File: src/rtl/cflog_wr_arbiter.sv
// cflog_wr_arbiter: serialises ACFA appends and Spec-CFA overwrites onto the cflog RAM write port
module cflog_wr_arbiter #(
   parameter int LOG_WORDS = 256,
   parameter int ADDR_W    = 8
) (
   input  logic              mclk,
   input  logic              puc_rst_n,
   input  logic              cfa_req,
   input  logic [15:0]       cfa_src,
   input  logic [15:0]       cfa_dest,
   output logic              cfa_ack,
   output logic              cfa_drop,
   input  logic              spec_req,
   input  logic [ADDR_W-1:0] spec_addr,
   input  logic [15:0]       spec_upper,
   input  logic [15:0]       spec_lower,
   output logic              spec_ack,
   output logic              spec_err,
   input  logic              clear_req,
   output logic              mem_we,
   output logic [ADDR_W-1:0] mem_addr,
   output logic [15:0]       mem_wdata,
   output logic [ADDR_W:0]   log_ptr,
   output logic              log_full,
   output logic [15:0]       drop_cnt
);
   typedef enum logic [1:0] {IDLE, WR_HI, WR_LO, RESP_ERR} state_t;
   localparam logic [ADDR_W:0] FULL_TH = (ADDR_W+1)'(LOG_WORDS - 2);
   state_t            state_q, state_d;
   logic              spec_q, spec_d;
   logic [ADDR_W-1:0] addr_q, addr_d;
   logic [15:0]       hi_q, hi_d, lo_q, lo_d, drop_cnt_q, drop_cnt_d;
   logic [ADDR_W:0]   log_ptr_q, log_ptr_d;
   logic              spec_legal;
   assign log_full   = log_ptr_q > FULL_TH;
   assign spec_legal = ~spec_addr[0] && ({1'b0, spec_addr} + (ADDR_W+1)'(2)) <= log_ptr_q;
   assign log_ptr    = log_ptr_q;
   assign drop_cnt   = drop_cnt_q;
   assign mem_we     = state_q == WR_HI || state_q == WR_LO;
   assign mem_addr   = state_q == WR_HI ? addr_q : state_q == WR_LO ? addr_q + ADDR_W'(1) : '0;
   assign mem_wdata  = state_q == WR_HI ? hi_q : state_q == WR_LO ? lo_q : '0;
   assign cfa_ack    = ~spec_q && (state_q == WR_LO || state_q == RESP_ERR);
   assign cfa_drop   = ~spec_q && state_q == RESP_ERR;
   assign spec_ack   = spec_q && (state_q == WR_LO || state_q == RESP_ERR);
   assign spec_err   = spec_q && state_q == RESP_ERR;
   // next-state: arbitrate in IDLE (clear > spec > cfa), then write the pair or respond with an error
   always_comb begin
      state_d    = state_q;
      spec_d     = spec_q;
      addr_d     = addr_q;
      hi_d       = hi_q;
      lo_d       = lo_q;
      log_ptr_d  = log_ptr_q;
      drop_cnt_d = drop_cnt_q;
      case (state_q)
         IDLE: begin
            if (clear_req) begin
               log_ptr_d  = '0;
               drop_cnt_d = '0;
            end else if (spec_req) begin
               spec_d  = 1'b1;
               addr_d  = spec_addr;
               hi_d    = spec_upper;
               lo_d    = spec_lower;
               state_d = spec_legal ? WR_HI : RESP_ERR;
            end else if (cfa_req) begin
               spec_d  = 1'b0;
               addr_d  = log_ptr_q[ADDR_W-1:0];
               hi_d    = cfa_src;
               lo_d    = cfa_dest;
               state_d = log_full ? RESP_ERR : WR_HI;
            end
         end
         WR_HI: state_d = WR_LO;
         WR_LO: begin
            state_d   = IDLE;
            log_ptr_d = spec_q ? log_ptr_q : log_ptr_q + (ADDR_W+1)'(2);
         end
         RESP_ERR: begin
            state_d    = IDLE;
            drop_cnt_d = (spec_q || drop_cnt_q == 16'hFFFF) ? drop_cnt_q : drop_cnt_q + 16'd1;
         end
         default: state_d = IDLE;
      endcase
   end
   // state and latched request registers; async reset aborts any pair in flight
   always_ff @(posedge mclk or negedge puc_rst_n) begin
      if (!puc_rst_n) begin
         state_q    <= IDLE;
         spec_q     <= 1'b0;
         addr_q     <= '0;
         hi_q       <= '0;
         lo_q       <= '0;
         log_ptr_q  <= '0;
         drop_cnt_q <= '0;
      end else begin
         state_q    <= state_d;
         spec_q     <= spec_d;
         addr_q     <= addr_d;
         hi_q       <= hi_d;
         lo_q       <= lo_d;
         log_ptr_q  <= log_ptr_d;
         drop_cnt_q <= drop_cnt_d;
      end
   end
endmodule

File: config.mk
export PLATFORM = sky130hd
export DESIGN_NAME = cflog_wr_arbiter
export DESIGN_NICKNAME = d
export VERILOG_FILES = /design/src/rtl/cflog_wr_arbiter.sv
export SDC_FILE = /design/constraint.sdc
export NUM_CORES = 1
export LEC_CHECK = 0
export BUFFER_PORTS_ARGS = -buffer_cell sky130_fd_sc_hd__buf_2
export CAP_MARGIN = 20
export CORE_MARGIN = 4
export CORE_UTILIZATION = 51
export DETAILED_ROUTE_END_ITERATION = 10
export PLACE_DENSITY_LB_ADDON = 0.05
export SLEW_MARGIN = 30
export SYNTH_ARGS = -nofsm -noshare
export SYNTH_HDL_FRONTEND = slang
export SYNTH_SLANG_ARGS = --single-unit
File: constraint.sdc
create_clock -name mclk -period 2.6 [get_ports mclk]
set_clock_uncertainty 0.1 [all_clocks]
set_input_delay 0.39 -clock mclk [delete_from_list [all_inputs] [get_ports mclk]]
set_output_delay 0.39 -clock mclk [all_outputs]
set_load 0.02 [all_outputs]
==> results of run 1 <==
==> critical path: stages (launching register included) <==
cell	delay, ns
dfrtp_1	0.38
inv_1	0.10
ha_2	0.24
buf_6	0.20
nand3b_1	0.14
nor2_2	0.05
buf_4	0.13
xnor2_1	0.11
nor2_1	0.11
buf_2	0.18
==> stage by stage <==
step                      instance area (um2)  cells  setup WS (ns)
after global routing                     5050    677       -0.00459
after floorplan                          4000    441          0.332
final                                    5050    677          0.127
after detailed placement                 4790    659         0.0486
after CTS                                5030    676         0.0317
after global placement                   4790    659         0.0838
==> state kept, by name, summed over array words and instances (netlist names) <==
name,cells
drop_cnt,16
hi_q,16
lo_q,16
addr_q,8
log_ptr,8
state_q,2
spec_q,1
==> cell families (layout without fill, tap and decap cells) <==
kind of cell / after synthesis / count (layout)
adders and majority gates: 16 / 16
muxes: 45 / 45
DFF: 67 / 67
AOI/OAI and AO/OA: 97 / 97
xor gates and xnor gates: 20 / 20
buffers and inverters: 40 / 174
and+or+nand+nor: 155 / 155
other: 1 / 1
==> report_power, final <==
group,internal [mW],switching [mW],leakage [nW]
Sequential,1.39,0.273,0.815
Combinational,0.848,1.27,1.58
Clock,0.591,0.392,0.113
Total,2.83,1.94,2.51
==> placed cells by master (no fill, tap or decap), types with 3 or more instances in the layout <==
cell type and instances:
and3_1 4, xnor2_1 9, xor2_1 11, nand2_1 25, ha_1 15, or3_1 4, nor2b_1 4, buf_12 3
buf_2 129, inv_1 16, buf_4 9, clkbuf_8 11, a21oi_1 52, mux2i_1 44, nand3_1 19, dfrtp_1 67
nor3_1 7, and4_1 3, o211ai_1 3, nor2_1 66, o21ai_0 14, nand4_1 7, a22o_1 17
==> area by class of cell <==
type / count / area (um2)
clock buffer: 12 / 155
inverter: 16 / 60.1
tap: 102 / 128
clock inverter: 4 / 72.6
timing repair buffer: 142 / 785
fill: 678 / 2640
multi-input combinational: 334 / 2170
sequential: 67 / 1680
==> worst paths after layout <==
path / cells past startpoint / slack (ns) / end
hold / removal: 1 / 0.006 / drop_cnt[3]$_DFFE_PN0P_
min in group mclk: 3 / 0.24 / lo_q[1]$_DFFE_PN0P_
setup / recovery: 9 / 0.13 / mem_addr[5]
hold reg to reg: 2 / 0.43 / lo_q[13]$_DFFE_PN0P_
max in group asynchronous: 2 / 1.75 / lo_q[8]$_DFFE_PN0P_
setup reg to reg: 7 / 0.49 / hi_q[15]$_DFFE_PN0P_
==> routing by layer <==
layer,GRT usage [%],vias to the layer above,share of wire (%)
met2,33.5,127,47
met1,30.0,1664,44
met5,0,-,0
met3,4.96,13,7.1
met4,9.58,0,1.6
li1,-,1821,-
==> repair_timing <==
item                                    CTS  global route
setup buffers                             1             1
gates cloned                              0             0
gates resized for setup                   2             4
pin swaps                                 0             1
endpoints found under the setup margin   11            11
==> run metrics, run 1 <==
Fmax=~400 MHz; pin slew with the least headroom to its limit=roughly 0.74 ns; Worst-Skew Late Latency=approximately 0.34 ns; Ys Warns=0; root buf cell=clkbuf_8; vias in the first global route=3321; Adder-Cell Fraction of Synth Area=5.01%; max-cap viol count=0; Async S/R FF share, synth=100%; diode count=0; P per Cell Area=~940 nW/um2; core area=~7700 um2; Leakage=2.51 nW; most instantiated cells after synthesis=68 x nor2_1, 67 x dfrtp_1, 52 x a21oi_1; post-synthesis mux area share=between 10% and 20%; Pre-antenna DRT Iters=5; Synth-to-Final Area Change=26.3%; Max Slew Vio Count=0; CP startpoint kind=flop; top_reg_cell synth=dfrtp_1; Remaining Overflow, GRT=0; CP Class=reg -> out; Slew Limit Headroom=around half; Routed wire per std cell=14.6 um; clock tree sinks=67; die area=~9300 um2; Via density=about 5.4; Syn Area/Cell=slightly above 9 um2; CP max FO=20; hold buffers post-CTS=0; Post-synth EDFFs=0; TNS Setup=0 ns; first-pass GRT wire length=15800 um; r2r startpoint=state_q[0]$_DFFE_PN0P_; IO Port Bufs=130; Max clock buf depth=2; Routed WL=9860 um; Rows=32; Setup crit start=state_q[1]$_DFFE_PN0P_; DR iter-0 viols=roughly 100; compound-cell area share of the yosys netlist=approximately 15%; initial antenna violation count=0; Layout Utilization=65.7%; Hold Violations, Final=0; crit path DAT=just under 2 ns; clock transition at the registers of the reported paths=0.07 ns; CP endpoint kind=output port; CTS Buf Count=9; post-synth top area share=a little over two fifths; worst hold slack=between 0.006 and 0.007 ns; Via Count=~3600; Synthesized Nets=~530; Min Clock Period, post-route=between 2 and 2.5 ns; Die Span Y=96.5 um; simple logic cell fraction of the synthesized area=a little under a fifth; TritonCTS clock tree=built; Synth Area in XOR/XNOR=4.38%; DRC=0; Period Utilization, post-route=between 90 and 100%; Yosys reg bits=67; worst min path class=in -> async; Seq/Total Area, Yosys=about two fifths; hpwl dp=~7500 um; Starting Density=a little over half; fin nets=663; Synth area leader=dfrtp_1; die width=96.5 um; final setup fails=0; Worst VDD drop=between 0.0005 and 0.0006 V; status=complete, no violations; top-count cell post-synth=nor2_1; GRT Overall Usage=between 20% and 30%; Top Ports=~130; share of cells above drive strength 1=between 20% and 30%; Mapped Area=about 4000 um2; routability cong.=between 0.8 and 0.9; H-tree lvl count=3; largest net degree at the start of global routing=56; antenna viol nets, final=0; combinational family with the most area after synthesis=simple AND/OR/NAND/NOR gates; synth top area cells=dfrtp_1 42%, mux2i_1 11%, a21oi_1 6.5%; Syn Inst Count=441; Power, Total=4.77 mW; Crit path required time=2.11 ns; synth unique cells=44
Note: power is estimated with default switching activity, not from simulation.
==> run 2: changes to the inputs <==
--- a/config.mk
+++ b/config.mk
@@ -11,6 +11,7 @@
 export CORE_UTILIZATION = 51
 export DETAILED_ROUTE_END_ITERATION = 10
 export PLACE_DENSITY_LB_ADDON = 0.05
+export REMOVE_ABC_BUFFERS = 1
 export SLEW_MARGIN = 30
 export SYNTH_ARGS = -nofsm -noshare
 export SYNTH_HDL_FRONTEND = slang
==> run metrics, run 2 (synthesis gave the netlist of run 1 again) <==
status=complete, no violations; share of cells above drive strength 1=28.3%; Synth-to-Final Area Change=24.7%; Leakage=2.47 nW; storage element area=between 1500 and 2000 um2; worst hold slack=0.0247 ns; Starting Density=52.0%; CP endpoint kind=output port; largest net degree at the start of global routing=between 50 and 60; Die Span Y=~97 um; dpl cell area=~4800 um2; Slew Limit Headroom=45.4%; Crit path largest cell delay=roughly 0.4 ns; GRT Overall Usage=a little over a fifth; TritonCTS clock tree=built; Period Utilization, post-route=a little over nine tenths; max-cap viol count=0; worst min path class=in -> async; hpwl dp=7300 um; H-tree lvl count=3; Rows=32; Hold Violations, Final=0; diode count=0; CP startpoint kind=flop; pin slew with the least headroom to its limit=0.819 ns; most frequent cells in the layout=129 x buf_2, 67 x dfrtp_1, 66 x nor2_1; crit path cell chain=inv_1 > ha_4 > buf_6 > nand3b_1 > nor2_2 > nand3_1 > xor2_1 > nor2_1 > buf_4; Fillers=around 700; core area=about 7700 um2; antenna viol nets, final=0; root buf cell=clkbuf_8; Via density=about 5.4; Routed WL=about 10000 um; Max Slew Vio Count=0; die area=9320 um2; first-pass GRT wire length=roughly 16000 um; Top Ports=~130; slowest CP cell=dfrtp_1; crit path DAT=about 2 ns; routability cong.=about 0.86; post-route cell area=4990 um2; clock tree sinks=between 60 and 70; Routed wire per std cell=14.4 um; Worst-Skew Late Latency=0.35 ns; Worst VDD drop=~0.00056 V; P per Cell Area=about 900 nW/um2; Min Clock Period, post-route=2.50 ns; initial antenna violation count=0; Via Count=~3600; CTS Buf Count=9; Crit path required time=roughly 2.1 ns; Power, Total=roughly 4.6 mW; IO Port Bufs=130; Remaining Overflow, GRT=0; CP Class=reg -> out; CP max FO=14; DRC=0; fin nets=662; Pre-antenna DRT Iters=4; die width=around 97 um; Multi-input gate area=roughly 2200 um2; final setup fails=0; Fmax=about 400 MHz; clock transition at the registers of the reported paths=~0.070 ns; commonest non-fill, non-tap cell in the layout=buf_2; Max clock buf depth=2; vias in the first global route=between 3000 and 4000; Layout Utilization=64.9%; DR iter-0 viols=110
[run 2: final cells by class]
| cell class | count | area share (%) |
|---|---|---|
| Sequential cell | 67 | 33.6 |
| Clock inverter | 2 | 0.251 |
| Multi-Input combinational cell | 334 | 43.8 |
| Tap cell | 102 | 2.56 |
| Inverter | 16 | 1.20 |
| Clock buffer | 13 | 2.99 |
| Timing Repair Buffer | 141 | 15.6 |
[run 2: layer usage]
layer | track usage, % | part of all wire [%] | vias up
met5 | 0 | 0 | -
met4 | 7.83 | 1.4 | 0
met3 | 5.42 | 6.8 | 11
met2 | 35.1 | 47 | 109
met1 | 29.1 | 44 | 1692
li1 | - | - | 1817
[run 2: worst paths after layout]
kind / startpoint / endpoint / slack (ns) / cells past startpoint
worst max-delay path: state_q[1]$_DFFE_PN0P_ / mem_addr[7] / 0.10 / 9
worst min-delay path: puc_rst_n / drop_cnt[14]$_DFFE_PN0P_ / 0.02 / 1
worst max register to register: state_q[0]$_DFFE_PN0P_ / state_q[1]$_DFFE_PN0P_ / 0.31 / 7
worst min register to register: lo_q[9]$_DFFE_PN0P_ / lo_q[9]$_DFFE_PN0P_ / 0.43 / 2
max in group asynchronous: puc_rst_n / hi_q[6]$_DFFE_PN0P_ / 1.73 / 2
min in group mclk: cfa_src[7] / hi_q[7]$_DFFE_PN0P_ / 0.23 / 3
[run 2: worst max-delay path: cells and delay by family (launching register included)]
kind,cells,cell delay [ns]
adder cells (fa/ha/maj),1,0.19
AND/OR/NAND/NOR,4,0.52
XOR/XNOR,1,0.15
flip-flops,1,0.40
buffers and inverters,3,0.40
[run 2: repair_timing]
item / CTS / global route
setup endpoints to repair: 10 / 10
pin swaps: 0 / 1
resized for setup: 2 / 5
hold buffers: 0 / 0
setup buffers: 0 / 1
[run 2: power breakdown]
part	total [mW]	internal (mW)	switching, mW
sequential	1.68	1.39	0.291
clock	0.754	0.366	0.388
combinational	2.12	0.853	1.26
total	4.55	2.61	1.94
[run 2: through the flow]
stage,std cells,setup TNS [ns],setup slack (ns)
2_1_floorplan,417,-73.33,-1.98
3_3_place_gp,659,0,0.0859
3_5_place_dp,659,0,0.0289
4_1_cts,674,0,0.0341
5_1_grt,675,-0.0120,-0.0120
6_report,675,0,0.103
==> run 3: changes to the inputs <==
==> constraint.sdc (replaced) <==
create_clock -name mclk -period 2.6 [get_ports mclk]
set_clock_uncertainty 0.1 [all_clocks]
set_input_delay 0.13 -clock mclk [delete_from_list [all_inputs] [get_ports mclk]]
set_output_delay 0.13 -clock mclk [all_outputs]
set_load 0.02 [all_outputs]
==> run metrics, run 3 (synthesis gave the netlist of run 1 again) <==
status=finished, violations left; failing checks=hold timing; Starting Density=between 50% and 60%; core area=a little under 8000 um2; Clock Power Share=19.0%; H-tree lvl count=3; CTS Buf Count=9; Crit path required time=between 2 and 2.5 ns; RR Endpoint=lo_q[5]$_DFFE_PN0P_; RSZ-0062 raised after global routing=no; share of cells above drive strength 1=a little over a quarter; TNS Setup=0 ns; GRT Overall Usage=about a quarter; TritonCTS clock tree=built; Max Slew Vio Count=0; Hold Violations, Final=3; final setup fails=0; diode count=0; clock transition at the registers of the reported paths=approximately 0.080 ns; R2R Setup Slk=0.34 ns; Routed WL=approximately 10000 um; Reg2Reg Depth=8; Rows=32; P per Cell Area=~860 nW/um2; DRC=0; vias in the first global route=3716; Worst path most repeated cell=inv_1; CP bufs+invs=4; initial antenna violation count=0; WHS Endpoint=lo_q[9]$_DFFE_PN0P_; most frequent cells in the layout=130 x buf_2, 68 x nor2_1, 67 x dfrtp_1; Comb pwr share=45.5%; CP max FO=17; r2r startpoint=state_q[1]$_DFFE_PN0P_; commonest non-fill, non-tap cell in the layout=buf_2; Worst VDD drop=between 0.0005 and 0.0006 V; fin nets=roughly 710; switch share=41.8%; largest net degree at the start of global routing=about 80; first-pass GRT wire length=about 17000 um; Synth-to-Final Area Change=35.3%; CP Class=reg -> out; Max clock buf depth=2; Top Ports=132; P_sw=1.95 mW; hpwl dp=roughly 7000 um; CP startpoint kind=flop; max-cap viol count=0; IO Port Bufs=130; Worst Hold Depth=3; die area=9320 um2; root buf cell=clkbuf_8; Finished Layout Cells=719; Period Utilization, post-route=92.4%; DR iter-0 viols=approximately 130; Top delay family on crit path=buffers and inverters; Leakage=between 2 and 3 nW; dpl cells=658; pin slew with the least headroom to its limit=between 0.6 and 0.7 ns; crit path DAT=around 2.2 ns; routability cong.=around 0.83; clock tree sinks=67; antenna viol nets, final=0; Crit path largest cell delay=0.41 ns; sequential fraction of design power=about 35%; crit path cell chain=inv_1 > ha_1 > inv_1 > nor2_1 > buf_4 > a22o_1 > buf_2; cell internal pwr=approximately 2.7 mW; Remaining Overflow, GRT=0; CP endpoint kind=output port; Fmax=416 MHz; Via density=5.31; Pre-antenna DRT Iters=4; Min Clock Period, post-route=2.40 ns; Die Span Y=about 97 um; worst hold slack=-0.00571 ns; Via Count=3816; Slew Limit Headroom=between 50% and 60%; worst min path class=in -> reg; post-CTS sizing=0; Layout Utilization=a little over two thirds; die width=96.5 um; Routed wire per std cell=between 10 and 15 um; slowest CP cell=dfrtp_1; Worst Hold Launch=spec_lower[9]; Worst-Skew Late Latency=0.35 ns
[run 3: metal layers]
layer / share of wire, % / global-route usage [%]
met4: 2.3 / 9.23
met1: 42 / 28.6
met3: 6.0 / 5.96
met2: 50 / 39.8
met5: 0 / 0
[run 3: tightest hold or removal path: stages]
cell,delay (ns)
buf_2,0.08
mux2i_1,0.06
a21oi_1,0.13
[run 3: final cells by class]
type / instances / area, um2
multi-input cells: 334 / 2160
inverters: 16 / 60.1
clock buffers: 10 / 138
flip-flops and latches: 67 / 1680
clock inverters: 6 / 65.1
fillers: 632 / 2280
repair buffers: 184 / 1180
well taps: 102 / 128
[run 3: metrics by stage]
stage / power (mW) / instance area [um2] / worst slack [ns] / hold WS (ns)
finish: 4.68 / 5410 / 0.197 / -0.00571
global route: 5.05 / 5410 / 0.0127 / 0.00503
CTS: 4.70 / 5410 / 0.203 / 0.000460
detailed placement: 3.74 / 4760 / 0.228 / 0.0954
global placement: 3.70 / 4760 / 0.370 / 0.0895
floorplan: 3.03 / 3890 / -1.98 / -0.266
[run 3: how the worst max path moves through the flow]
stage | start | to | cells after the start
6_report | state_q[0]$_DFFE_PN0P_ | mem_wdata[10] | 7
2_1_floorplan | state_q[0]$_DFFE_PN0P_ | state_q[1]$_DFFE_PN0P_ | 5
4_1_cts | state_q[0]$_DFFE_PN0P_ | mem_wdata[9] | 7
3_3_place_gp | spec_addr[1] | state_q[1]$_DFFE_PN0P_ | 10
3_5_place_dp | spec_addr[1] | state_q[1]$_DFFE_PN0P_ | 10
5_1_grt | state_q[0]$_DFFE_PN0P_ | mem_wdata[10] | 7
[run 3: timing repair]
item,4_1_cts,5_1_grt
hold buffers,45,0
buffers inserted,0,0
setup endpoints to repair,0,0
endpoints found under the hold margin,92,0
[run 3: power by group through the flow]
| stage | Combinational [mW] | Sequential (mW) | Clock, mW |
|---|---|---|---|
| floorplan | 1.38 | 1.64 | 0 |
| global placement | 2.04 | 1.66 | 0 |
| detailed placement | 2.07 | 1.67 | 0 |
| CTS | 2.14 | 1.65 | 0.911 |
| global route | 2.38 | 1.71 | 0.957 |
| finish | 2.13 | 1.66 | 0.889 |
